<file path="config.mk">
export PLATFORM = sky130hd
export DESIGN_NAME = stack_unwind_unit
export DESIGN_NICKNAME = d
export VERILOG_FILES = /design/src/rtl/stack_unwind_unit.sv
export SDC_FILE = /design/constraint.sdc
export NUM_CORES = 1
export LEC_CHECK = 0
export CORE_UTILIZATION = 44
export CTS_BUF_LIST = sky130_fd_sc_hd__clkbuf_2 sky130_fd_sc_hd__clkbuf_4 sky130_fd_sc_hd__clkbuf_8
export CTS_CLUSTER_SIZE = 25
export DETAILED_ROUTE_END_ITERATION = 10
export MAX_ROUTING_LAYER = met4
export PLACE_DENSITY_LB_ADDON = 0.1
export SLEW_MARGIN = 10
export SYNTH_ARGS = -nofsm -noshare
export SYNTH_HDL_FRONTEND = slang
export SYNTH_SLANG_ARGS = --single-unit
export TNS_END_PERCENT = 10
</file>
<file path="constraint.sdc">
create_clock -name clk -period 3.6 [get_ports clk]
set_clock_uncertainty 0.15 [all_clocks]
set_input_delay 1.08 -clock clk [delete_from_list [all_inputs] [get_ports clk]]
set_output_delay 1.08 -clock clk [all_outputs]
set_load 0.005 [all_outputs]
</file>
<file path="src/rtl/stack_unwind_unit.sv">
// rtl/stack_unwind_unit.sv - RET/RTI stack pop sequencer
//
// Pops the return PC (low word, then high word) and, for RTI, the saved
// flags word from consecutive ascending stack addresses, one read per
// cycle. It then hands the reassembled PC, restored flags and new SP to
// fetch / flag register / SP register as single-cycle pulses.
//
// Ports:
//   clk, rst            clock, synchronous active-high reset
//   start               request from memory stage, sampled only in IDLE
//   restore_flags       1 = RTI (also pop flags), 0 = RET; sampled with start
//   sp_in               current SP, sampled with start
//   mem_rdata           synchronous memory data, valid the cycle after mem_rd
//   mem_rd, mem_addr    data memory read request
//   stall               pipeline freeze (start cycle plus every busy cycle)
//   busy                high in every non-IDLE state
//   pc_out, pc_valid    return PC {hi, lo} and its redirect pulse
//   flags_out, flags_valid  restored flags and their pulse (RTI only)
//   sp_out, sp_we       new SP value and its write pulse
module stack_unwind_unit #(
  parameter int DATA_W  = 16,
  parameter int ADDR_W  = 32,
  parameter int FLAGS_W = 4
) (
  input  logic                clk,
  input  logic                rst,
  input  logic                start,
  input  logic                restore_flags,
  input  logic [ADDR_W-1:0]   sp_in,
  input  logic [DATA_W-1:0]   mem_rdata,
  output logic                mem_rd,
  output logic [ADDR_W-1:0]   mem_addr,
  output logic                stall,
  output logic                busy,
  output logic [2*DATA_W-1:0] pc_out,
  output logic                pc_valid,
  output logic [FLAGS_W-1:0]  flags_out,
  output logic                flags_valid,
  output logic [ADDR_W-1:0]   sp_out,
  output logic                sp_we
);

  typedef enum logic [2:0] {
    S_IDLE,
    S_RD_LO,
    S_RD_HI,
    S_RD_FL,
    S_FIN
  } state_t;

  state_t              state;
  state_t              state_nxt;
  logic [ADDR_W-1:0]   sp_base;
  logic                rti;
  logic [DATA_W-1:0]   lo_reg;
  logic [DATA_W-1:0]   hi_reg;

  always_ff @(posedge clk) begin
    if (rst) begin
      state <= S_IDLE;
    end else begin
      state <= state_nxt;
    end
  end

  // Next state and memory request. Address sums wrap modulo 2^ADDR_W.
  always_comb begin
    state_nxt = state;
    mem_rd    = 1'b0;
    mem_addr  = '0;
    busy      = (state != S_IDLE);
    case (state)
      S_IDLE: begin
        if (start) state_nxt = S_RD_LO;
      end
      S_RD_LO: begin
        mem_rd    = 1'b1;
        mem_addr  = sp_base + ADDR_W'(1);
        state_nxt = S_RD_HI;
      end
      S_RD_HI: begin
        mem_rd    = 1'b1;
        mem_addr  = sp_base + ADDR_W'(2);
        state_nxt = rti ? S_RD_FL : S_FIN;
      end
      S_RD_FL: begin
        mem_rd    = 1'b1;
        mem_addr  = sp_base + ADDR_W'(3);
        state_nxt = S_FIN;
      end
      S_FIN: begin
        state_nxt = S_IDLE;
      end
      default: state_nxt = S_IDLE;
    endcase
    // The start cycle itself must also freeze the pipeline.
    stall = ((state == S_IDLE) && start) || busy;
  end

  // Datapath. Each state captures the word requested in the previous state,
  // so the FIN edge sees the last word: high PC for RET, flags for RTI.
  always_ff @(posedge clk) begin
    if (rst) begin
      sp_base     <= '0;
      rti         <= 1'b0;
      lo_reg      <= '0;
      hi_reg      <= '0;
      pc_out      <= '0;
      flags_out   <= '0;
      sp_out      <= '0;
      pc_valid    <= 1'b0;
      flags_valid <= 1'b0;
      sp_we       <= 1'b0;
    end else begin
      pc_valid    <= 1'b0;
      flags_valid <= 1'b0;
      sp_we       <= 1'b0;
      case (state)
        S_IDLE: begin
          if (start) begin
            sp_base <= sp_in;
            rti     <= restore_flags;
          end
        end
        S_RD_HI: lo_reg <= mem_rdata;
        S_RD_FL: hi_reg <= mem_rdata;
        S_FIN: begin
          pc_valid    <= 1'b1;
          sp_we       <= 1'b1;
          flags_valid <= rti;
          if (rti) begin
            pc_out    <= {hi_reg, lo_reg};
            flags_out <= mem_rdata[FLAGS_W-1:0];
            sp_out    <= sp_base + ADDR_W'(3);
          end else begin
            hi_reg    <= mem_rdata;
            pc_out    <= {mem_rdata, lo_reg};
            sp_out    <= sp_base + ADDR_W'(2);
          end
        end
        default: ;
      endcase
    end
  end

endmodule

</file>
Word level (Yosys, flattened, before mapping)
Index checks and enable logic that the tools add are counted.

operators by class
  multiplexer cells = 10
  add/sub/neg operators = 3
  equality and inequality tests = 6
  bitwise logic cells = 1
  reduce and logical (&&, ||, !) cells = 10

operators with widths
  kind                                                              number
  32-bit one-hot mux with 3 select lines                            1
  32-bit by 2-bit adder with 32-bit output (second input constant)  2
  32-bit two-way mux                                                2
  32-bit by 1-bit adder with 32-bit output (second input constant)  1
  16-bit one-hot mux with 2 select lines                            1
  16-bit two-way mux                                                1
  3-bit one-hot mux with 4 select lines                             1
  3-bit by 2-bit == test with 1-bit output (second input constant)  2
  3-bit two-way mux                                                 2
  2-bit AND reduction                                               3
  2-bit != test (second input constant)                             2
  3-bit by 1-bit == test with 1-bit output (second input constant)  1
  3-bit == test (second input constant)                             1
  3-bit logical NOT                                                 1
  3-bit nonzero test                                                1
  3-bit OR reduction                                                1
  1-bit two-way mux                                                 2
  2-bit nonzero test                                                1
  2-bit OR reduction                                                1
  1-bit logical AND                                                 1
  1-bit logical OR                                                  1
  1-bit inverter                                                    1

storage, ports and cells
  output and inout bits = 106
  register bits after elaboration = 138
  input port bits = 52
  word-level logic and storage cells = 40

Longest topological paths before layout
  depth after elaboration = 3
  depth in mapped cells = 10
  mapped depth without buffers = 7

Least setup slack after synthesis
Ideal clock, no wire load.

  path type = reg-to-output
  from = register sp_base[0]
  to = output port mem_addr[30]
  data required time = 2.370 ns
  cell stages (with the launch flop) = 11
  slack = 0.226 ns
  path buffers = 3
  data arrival time = 2.144 ns
  cell sequence = dfxtp_1 -> clkbuf_1 -> inv_1 -> ha_1 -> clkbuf_1 -> nor2b_1 -> o21a_1 -> buf_2 -> a22o_1 -> nand4_1 -> o21ai_0

on the way
  word-level cells in the longest chain between the ends = 2
  elaborated cells on any way between the ends = 4
  classes of those cells = 3 x add/sub; 1 x mux

ends and longest elaborated chain
  item                                                              line  source
  start: declaration                                                53    logic [ADDR_W-1:0] sp_base;
  start signal: assignment                                          121   sp_base <= sp_in;
  32-bit by 2-bit adder with 32-bit output (tied with other cells)  88    mem_addr = sp_base + ADDR_W'(3);
  32-bit one-hot mux with 3 select lines *                          72    case (state)
  end: declaration                                                  32    output logic [ADDR_W-1:0] mem_addr,

Mark *: on every way between the ends. The rest lies on a longest branch, timed or not.

Worst setup path after layout
  from = register sp_base[2]
  to = output port mem_addr[27]

The elaborated chain is that of the path after synthesis.

==> flow_summary_export.csv <==
group,metric,value,unit
outcome,run_status,"finished with violations",
outcome,violations,"setup timing",
critical_path,critical-path-top-delay-family,"buffers and inverters",
sta,fin_ws,-0.198,ns
critical_path,crit_fanout,4,
critical_path,r2r_start,"sp_base[5]$_SDFFE_PP0P_",
cts,cts_root_buffer,"clkbuf_8",
critical_path,timing.rr.end,"sp_out[18]$_SDFFE_PP0P_",
yosys,syn_area_per_cell,7.43,um2
yosys,ys_seq_area_share,35.9,%
cts,insertion_delay,0.47,ns
job,cap_violations,0,
yosys,ys_ff_latch,138,
floorplanning,dieHeight,134,um
critical_path,worstRegToRegCells,8,
power,p_leak,4.07,nW
power,irDropWorstVdd,0.220,mV
final_layout,syn_to_final_growth,46.3,%
floorplanning,pin_count,158,
drt,via_per_inst,5.73,
placement,gp_congestion,1.00,
global_route,grt_max_degree,82,
sta,tightest_slew,0.975,ns
critical_path,required,2.37,ns
power,power,3.51,mW
sta,rsz0062_at_grt,"yes",
drt,drc,0,
critical_path,arrival,2.57,ns
cts,cts_tree,"done",
final_layout,final_util,66.9,%
yosys,synth-warning-count,0,
floorplanning,dieArea,18000,um2
yosys,synth_cell_types,68,
yosys,syn_inst,1034,
critical_path,end_kind,"primary output",
sta,fin_crit,3.80,ns
min_path,whs_endpoint,"pc_out[12]$_SDFFE_PP0P_",
min_path,hold_path.startpoint,"lo_reg[12]$_SDFFE_PP0P_",
yosys,synth_fp_nets,1090,
critical_path,crit_slowest_cell,"or4_4",
critical_path,path_buf_inv,6,
yosys,synth_area,7690,um2
critical_path,start_kind,"flip-flop",
placement,dp_hpwl,20100,um
cts,cts_buffers,17,
floorplanning,core_area,16800,um2
global_route,grt_pass1_vias,8107,
drt,drt_wl_total,28100,um
global_route,antenna_found_initial,0,
final_layout,fin_area,11200,um2
final_layout,insertedDiodeCount,0,
cts,cts_sinks,138,
yosys,synth-edff-count,0,
sta,period_share,106,%
yosys,synth_area_leaders,"dfxtp_1, nand2_1, a21oi_1, o21ai_0, nor2_1",
global_route,grt_usage,33.0,%
power,power.density,312,nW/um2
min_path,hold_depth,2,
drt,vias,8673,
final_layout,nets,1337,
sta,hold_viol,0,
placement,dpl-instance-area,10300,um2
sta,relSlewSlack,34.9,%
critical_path,r2r_slack,1.05,ns
critical_path,crit_top_cell,"buf_4",
floorplanning,start_util,45.7,%
sta,setup_violations,14,
drt,drt_iter0_markers,697,
final_layout,largest_registers,"pc_out: 32 flops, sp_base: 32 flops, sp_out: 32 flops",
final_layout,final_layout_size_suffix_gt1_share,25.3,%
yosys,synth_top_area_share,35.9,%
drt,detail-route-antenna-nets,0,
sta,slew_viol_final,0,
drt,wire_per_inst,18.5,um
critical_path,path_cells,"ha_4, inv_2, or4_4, buf_6, buf_4, buf_12, nor3_4, buf_4, a31o_2, o21ai_2, buf_2",
placement,io_buffer_count,157,
min_path,hold_class,"flip-flop to flip-flop",
global_route,global_route.overflow_total,0,
cts,cts_max_path_buffers,2,
yosys,yosysTopAreaCell,"dfxtp_1",
floorplanning,rows,47,
yosys,synthArstFlopShare,0,%
critical_path,max_stage_delay,0.53,ns
global_route,grt_first_pass_wirelength,44500,um
critical_path,timing_worst_setup_path_type,"flip-flop to primary output",
cts,path_clk_slew,0.09,ns
sta,max_freq,0.263,GHz
yosys,synthFlopType,"dfxtp_1",
sta,hold_slack,0.296,ns
floorplanning,die_x,134,um
drt,first_pass_iters,5,
cts,h-tree-depth,4,
[cells in the mapped netlist (6+ instances only)]
cell and number:
a211oi_1 31, a21boi_0 10, a21oi_1 125, a31oi_1 19, and4_1 8, buf_1 10
buf_2 18, buf_4 7, clkbuf_1 60, dfxtp_1 138, inv_1 10, mux2i_1 21
nand2_1 216, nand2b_1 6, nand3_1 16, nand3b_1 6, nand4_1 15, nor2_1 66
nor3_1 30, nor4_1 13, o21ai_0 56, o22ai_1 10, or3_1 7, or4_1 6
xnor2_1 17, xor2_1 16
[layout make-up]
class / instances / area [um2]
Multi-Input combinational cell: 790 / 4860
Timing Repair Buffer: 324 / 2870
Inverter: 10 / 37.5
Fill cell: 1551 / 5570
Tap cell: 220 / 275
Clock inverter: 14 / 131
Clock buffer: 18 / 241
Sequential cell: 138 / 2830
[worst max-delay path by stage]
stage,startpoint,end,cells after the start
after global placement,sp_base[12]$_SDFFE_PP0P_,mem_addr[24],10
after floorplan,sp_base[0]$_SDFFE_PP0P_,mem_addr[30],10
after CTS,sp_base[1]$_SDFFE_PP0P_,mem_addr[12],9
after detailed placement,sp_base[13]$_SDFFE_PP0P_,mem_addr[24],10
after global routing,sp_base[0]$_SDFFE_PP0P_,mem_addr[2],8
final,sp_base[2]$_SDFFE_PP0P_,mem_addr[27],11
[through the flow]
stage / worst slack [ns] / std cells / setup TNS (ns)
floorplan: 0.226 / 1034 / 0
global placement: -0.0655 / 1470 / -0.0682
finish: -0.198 / 1514 / -1.15
detailed placement: -0.0715 / 1470 / -0.136
CTS: -0.236 / 1514 / -1.69
global route: -0.296 / 1514 / -3.05
[worst register-to-register path, delay by kind of cell, from the launching register on]
kind                   cells  cell delay, ns
AO/OA/AOI/OAI              2            0.33
AND/OR/NAND/NOR            2            0.74
flip-flops                 1            0.38
buffers and inverters      3            0.48
XOR/XNOR                   1            0.31
[cells by family (layout without fill, tap and decap cells)]
group	count (synthesis)	after routing	synth area share (%)
AOI/OAI and AO/OA	303	303	23.7
xor gates and xnor gates	33	33	3.76
adders and majority gates	4	4	0.651
buffers and inverters	106	366	5.83
DFF	138	138	35.9
muxes	22	22	2.91
and+or+nand+nor	428	428	27.2
[cells in the final DEF, fill, tap and decap left out, drive strengths merged, types with 5 or more instances in the layout]
master,n
a211oi,31
a21boi,10
a21oi,125
a31oi,19
and3,5
and4,8
buf,180
clkbuf,18
clkdlybuf4s50,127
dfxtp,138
dlygate4sd2,10
inv,18
mux2i,22
nand2,216
nand2b,6
nand3,16
nand3b,6
nand4,20
nor2,66
nor2b,5
nor3,31
nor3b,7
nor4,18
o211ai,5
o21ai,61
o221ai,5
o22ai,10
or3,7
or4,6
xnor2,17
xor2,16
[layer usage]
metal / share of wire (%) / vias to the layer above / wire length, um / track usage [%]
met3: 7.7 / 72 / 2160 / 7.07
li1: - / 4181 / - / -
met5: 0 / - / 0 / -
met4: 2.9 / 0 / 828 / 13.1
met1: 44 / 4056 / 12400 / 43.6
met2: 45 / 364 / 12600 / 48.8
[power breakdown]
part           switching (mW)  leakage [nW]  total [mW]  internal [mW]
Sequential             0.0640          1.13        1.64           1.58
Combinational           0.347          2.76       0.647          0.300
Clock                   0.711         0.183        1.23          0.514
[timing repair]
item / CTS / global route
gates resized for setup: 192 / 34
hold buffers: 0 / 0
buffers inserted: 12 / 0
setup endpoints to repair: 31 / 27
pin swaps: 22 / 15
(Power assumes the default switching activity.)
